$ cat src/rtl/wb_writeback_pkg.sv
// Shared datapath constants for the write-back stage
// and the register file it feeds.
package wb_writeback_pkg;
  localparam int DATA_W = 32;
  localparam int NREG = 32;
  localparam int REG_AW = 5;
endpackage

$ cat src/rtl/wb_writeback_reg_file.sv
// Architectural register file with r0 hardwired to zero
// and same-cycle bypass of the pending write-back.
module reg_file #(
  parameter int DATA_W = wb_writeback_pkg::DATA_W,
  parameter int NREG = wb_writeback_pkg::NREG
) (
  input  logic                         clk,
  input  logic                         rst_n,
  input  logic                         we,
  input  logic [wb_writeback_pkg::REG_AW-1:0] wdst,
  input  logic [DATA_W-1:0]            wdata,
  input  logic [wb_writeback_pkg::REG_AW-1:0] rs,
  input  logic [wb_writeback_pkg::REG_AW-1:0] rt,
  output logic [DATA_W-1:0]            rs_data,
  output logic [DATA_W-1:0]            rt_data
);
  import wb_writeback_pkg::*;

  logic [DATA_W-1:0] regs [NREG];

  always_ff @(posedge clk or negedge rst_n) begin
    if (!rst_n) begin
      for (int i = 0; i < NREG; i++) begin
        regs[i] <= '0;
      end
    end else if (we && wdst != '0) begin
      regs[wdst] <= wdata;
    end
  end

  // r0 wins over bypass so a stray r0 write can never leak out
  always_comb begin
    rs_data = '0;
    if (rs == '0) begin
      rs_data = '0;
    end else if (we && wdst == rs) begin
      rs_data = wdata;
    end else begin
      rs_data = regs[rs];
    end
  end

  always_comb begin
    rt_data = '0;
    if (rt == '0) begin
      rt_data = '0;
    end else if (we && wdst == rt) begin
      rt_data = wdata;
    end else begin
      rt_data = regs[rt];
    end
  end
endmodule

$ cat src/rtl/wb_writeback.sv
// MEM/WB pipeline register, write-back data select and
// the register file it writes.
module wb_writeback #(
  parameter int DATA_W = wb_writeback_pkg::DATA_W,
  parameter int NREG = wb_writeback_pkg::NREG
) (
  input  logic                         Clk,
  input  logic                         Rst,
  input  logic                         stall,
  input  logic                         flush,
  input  logic                         memRegWrite,
  input  logic                         memMemToReg,
  input  logic [wb_writeback_pkg::REG_AW-1:0] memRegDst,
  input  logic [DATA_W-1:0]            memAluResult,
  input  logic [DATA_W-1:0]            memReadData,
  input  logic [wb_writeback_pkg::REG_AW-1:0] rs,
  input  logic [wb_writeback_pkg::REG_AW-1:0] rt,
  output logic [DATA_W-1:0]            rsData,
  output logic [DATA_W-1:0]            rtData,
  output logic                         wbRegWrite,
  output logic [wb_writeback_pkg::REG_AW-1:0] wbRegDst,
  output logic [DATA_W-1:0]            wbData
);
  import wb_writeback_pkg::*;

  logic [DATA_W-1:0] sel_data;
  logic              sel_we;

  assign sel_data = memMemToReg ? memReadData : memAluResult;
  assign sel_we = memRegWrite && (memRegDst != '0);

  // flush outranks stall: a squashed entry must not linger
  always_ff @(posedge Clk or negedge Rst) begin
    if (!Rst) begin
      wbRegWrite <= 1'b0;
      wbRegDst <= '0;
      wbData <= '0;
    end else if (flush) begin
      wbRegWrite <= 1'b0;
      wbRegDst <= '0;
      wbData <= '0;
    end else if (!stall) begin
      wbRegWrite <= sel_we;
      wbRegDst <= memRegDst;
      wbData <= sel_data;
    end
  end

  reg_file #(
    .DATA_W(DATA_W),
    .NREG(NREG)
  ) u_rf (
    .clk(Clk),
    .rst_n(Rst),
    .we(wbRegWrite),
    .wdst(wbRegDst),
    .wdata(wbData),
    .rs(rs),
    .rt(rt),
    .rs_data(rsData),
    .rt_data(rtData)
  );
endmodule

$ cat config.mk
export PLATFORM = sky130hd
export DESIGN_NAME = wb_writeback
export DESIGN_NICKNAME = d
export VERILOG_FILES = /design/src/rtl/wb_writeback_pkg.sv /design/src/rtl/wb_writeback_reg_file.sv /design/src/rtl/wb_writeback.sv
export SDC_FILE = /design/constraint.sdc
export NUM_CORES = 2
export LEC_CHECK = 0
export CORE_MARGIN = 1
export CORE_UTILIZATION = 65
export DETAILED_ROUTE_END_ITERATION = 10
export PLACE_DENSITY = 0.92
export SETUP_SLACK_MARGIN = 0.4
export SLEW_MARGIN = 15
export SYNTH_ARGS = -nofsm -noshare
export SYNTH_HDL_FRONTEND = slang
export SYNTH_HIERARCHICAL = 1
export SYNTH_SLANG_ARGS = --single-unit
$ cat constraint.sdc
create_clock -name Clk -period 7.1 [get_ports Clk]
set_input_delay 1.42 -clock Clk [delete_from_list [all_inputs] [get_ports Clk]]
set_output_delay 1.42 -clock Clk [all_outputs]
set_load 0.03 [all_outputs]
[Word-level counts from Yosys, hierarchy flattened]
Cells that the tools add are included.
W data, S select, Z words.
Operators by class
  $lt $le $gt $ge: 4
  reduce and logical (&&, ||, !) cells: 9
  muxes and demuxes: 20
  bitwise logic cells: 3
  eq/ne operators: 3
Operators with widths (number)
  $bwmux W1024: 1
  $mux W32: 12
  $bmux W32 S5: 2
  $demux W32 S5: 1
  $ge A6 B6 Y1 const B: 3
  $not A5 Y6: 3
  $eq A5 B5 Y1: 2
  $logic_not A5 Y1: 2
  $mux W5: 2
  $reduce_bool A5 Y1: 2
  $lt A6 B1 Y1 const B: 1
  $logic_and A1 B1 Y1: 5
  $mux W1: 2
  $ne A2 B1 Y1 const B: 1
Word-level totals
  logic and storage cells: 74
  bits of input ports: 85
  register bits: 1062

[Logic depth before layout (Yosys ltp)]
  depth after elaboration: 6
  gate-level depth with buffers: 11
  gate-level depth less buffers: 6

[Modules after synthesis]
Netlist, hierarchy kept.
By module, submodules not included
  reg_file: times used 1, area an instance 55560.8 µm², cells each 3868, seq. area each 25624.6 µm²
  wb_writeback: times used 1, area an instance 2084.5 µm², cells each 161, seq. area each 950.9 µm²

[Least setup slack after synthesis]
Ideal clock, no wire load.
  path type: input to output
  start: in rs[2] (netlist bit)
  end: out rsData[11]
  data required time: 5.680 ns
  buffers on the path: 4
  data arrival time: 3.391 ns
  slack: 2.289 ns
  stages: 8
  cells stage by stage: buf_4 -> buf_2 -> buf_1 -> buf_4 -> o21ai_0 -> a211oi_1 -> a21oi_1 -> o21ai_0
Between the ends
  longest elaborated chain between the ends: 6
RTL lines
  from (decl): line wb_writeback.sv:16  | input logic [wb_writeback_pkg::REG_AW-1:0] rs,
  $not A5 Y6 (implied by the code): line wb_writeback_reg_file.sv:39  | rs_data = regs[rs];
  $bmux W32 S5: line wb_writeback_reg_file.sv:39
  $mux W32 (implied by the code) (2 in series): line wb_writeback_reg_file.sv:39
  $mux W32: line wb_writeback_reg_file.sv:36  | end else if (we && wdst == rs) begin
  $mux W32 (*): line wb_writeback_reg_file.sv:34  | if (rs == '0) begin
  to (decl): line wb_writeback.sv:18  | output logic [DATA_W-1:0] rsData,
Mark *: on every way between the ends. The rest lies on a longest branch, timed or not. The select of a mux whose other input is x is not followed.

[Worst setup path in the final report]
  start: in rs[0] (netlist bit)
  end: out rsData[4]
The elaborated chain is that of the path after synthesis.

==> metrics.yaml <==
avgSynthCellArea_um2: 14.3
cp_top_family: "buffers and inverters"
grt_usage_pct: 43.4
hp-class: "reg2reg"
fp.dieW_um: 300
clock-sinks: 1062
cts_tree: "yes"
portBuffers: 186
busiest_layer: "met2"
outcome: "complete, no violations"
cp.buffers_inverters: 3
use_met3_pct: 19.0
maxCapViolCount: 0
gp_congestion: 0.930
cts-resized-gates: 0
met2_usage_pct: 60.3
antenna_found_initial: 9
finalSetupTns_ns: 0
setup_viol: 0
grtUsageMet1_pct: 53.8
cp_cell_sequence: "buf_8 > buf_12 > mux4_2 > nand2b_1 > nand3_1 > a21oi_1 > nor4_1 > nor2_1 > clkdlybuf4s50_1"
overflow: 0
hpwl_um: 110000
p_leak_uw: 0.0299
cts_max_level: 3
seq_area_frac_synth_pct: 46.1
wirelength_um: 194000
cp-end-kind: "primary output"
ant_nets: 0
synth.top_cell.area_share_pct: 46.1
layout.nets: 4099
post-cts-setup-buffer-count: 0
synth.distinct_cells: 64
grt_max_degree: 182
power.density_nw_per_um2: 223
drc: 0
grt_pass1_vias: 43400
skew_ns: 0.0285
slowest_stage: "nor4_1"
die_y_um: 300
crit_type: "in2out"
numCtsBuffers: 107
clk-insertion-delay-late_ns: 0.71
finalMaxSlewViolations: 0
coreArea_um2: 87300
start_util_pct: 66.0
most-common-layout-cells: "dfrtp_1, mux2_2, mux4_2, mux2i_1, buf_4"
arrival_ns: 5.25
min_period_ns: 6.67
rsz0062_at_grt: "false"
vdd_ir_drop_max_v: 0.000213
slowest_delay_ns: 0.86
fin_util_pct: 73.6
synth.area.top_cells: "dfrtp_1, mux2_2, mux4_2, mux2i_1, clkbuf_1"
rows: 108
ys_ff_latch: 1062
vias_per_cell: 8.03
r2r-start: "wbRegWrite$_DFFE_PN0P_"
drive_above_1_share_pct: 46.0
cts_root_buf: "clkbuf_16"
final_hold_viol_count: 0
fmax_mhz: 150
synth_area_um2: 57600
grt_pass1_wl_um: 286000
yosysTopAreaCell: "dfrtp_1"
die-area_um2: 89900
synth_edf_count: 0
firstDrtPassIters: 9
wire_per_inst_um: 36.9
start_kind: "input port"
synthFlopType: "dfrtp_1"
syn_inst: 4029
worstMarginPinSlew_ns: 1.23
areaGrowthSynthToFinish_pct: 11.5
ys.warnings.count: 6
required_ns: 5.68
ctsHoldBuffers: 0
vias: 42300
cts_max_path_buffers: 3
layout_commonest_cell: "dfrtp_1"
critPathMaxFanout: 60
clk_pin_slew_worst_paths_ns: 0.06
io_pins: 187
drtIter0Drc: 7065
syn_nets: 4114
synthArstFlopShare_pct: 100
cp-startpoint: "rs[0]"
fin_crit_sh_pct: 93.9
max_slew_margin_pct: 17.7
hold_start: "u_rf/regs[992]$_DFFE_PN0P_"
-- path summary, 6_finish.rpt --
path	end	slack, ns	depth (start not counted)
min in group asynchronous	wbData[14]$_DFFE_PN0P_	0.84	1
max reg2reg	u_rf/regs[629]$_DFFE_PN0P_	3.75	4
min reg2reg	u_rf/regs[992]$_DFFE_PN0P_	0.40	0
min	u_rf/regs[992]$_DFFE_PN0P_	0.40	0
max in group asynchronous	u_rf/regs[515]$_DFFE_PN0P_	4.62	2
max	rsData[4]	0.43	9
-- state kept, by name, indices dropped and copies added, names as in the netlist --
signal and count:
wbRegDst 5, wbData 32, u_rf/regs 1024, wbRegWrite 1
-- synthesized netlist by cell type (all sizes together), types with 12 or more instances --
| cell type | instances |
|---|---|
| nor2 | 89 |
| nand3 | 24 |
| clkbuf | 215 |
| o21ai | 79 |
| a21oi | 82 |
| buf | 233 |
| a31oi | 28 |
| dfrtp | 1062 |
| nand2 | 51 |
| nor3 | 12 |
| a211oi | 54 |
| mux4 | 392 |
| nor2b | 51 |
| mux2i | 291 |
| a2111oi | 14 |
| a221o | 17 |
| o22ai | 45 |
| mux2 | 1064 |
| a221oi | 29 |
| a22oi | 71 |
-- worst register-to-register path: stages, from the launching register on --
cell and delay (ns):
dfrtp_1 0.73, or3b_2 0.64, nor2_4 0.93, buf_4 0.52, mux2_2 0.40
-- metrics by stage --
stage	worst slack, ns	std cells	power [µW]	instance area, µm²	hold slack [ns]
6_report	0.430	5262	14400	64300	0.397
5_1_grt	0.534	5259	14600	64200	0.413
4_1_cts	0.874	5257	14300	64200	0.400
3_5_place_dp	0.947	5059	8110	60400	0.384
3_3_place_gp	0.984	5059	8060	60400	0.377
2_1_floorplan	2.29	4029	7460	57600	0.441
-- report_power, final --
| group | switching, µW | internal (µW) | total (µW) |
|---|---|---|---|
| Sequential | 179 | 6240 | 6420 |
| Clock | 2500 | 3740 | 6240 |
| Combinational | 1000 | 693 | 1690 |
-- layout make-up --
cell class                      count  area (µm²)
Sequential cell                  1062       26600
Timing Repair Buffer              324        3460
Antenna cell                        4        10.0
Multi-Input combinational cell   2515       28900
Clock inverter                     43         691
Tap cell                         1155        1450
Inverter                            4        15.0
Fill cell                        4793       23000
Clock buffer                      155        3170
-- layer usage --
metal / vias to the layer above / wire [µm] / share of wire [%]
li1: 15500 / - / -
met1: 21100 / 62700 / 32
met2: 4322 / 81400 / 42
met3: 1367 / 31300 / 16
met4: 10 / 18400 / 9.5
met5: - / 96 / 0.049
-- logic make-up after synthesis --
logic type	synth area share, %
multiplexers	41.4
AO/OA/AOI/OAI	5.70
XOR/XNOR	0.152
AND/OR/NAND/NOR	2.52
flip-flops	46.1
buffers and inverters	4.16
Power figures use the tool's default switching activity.
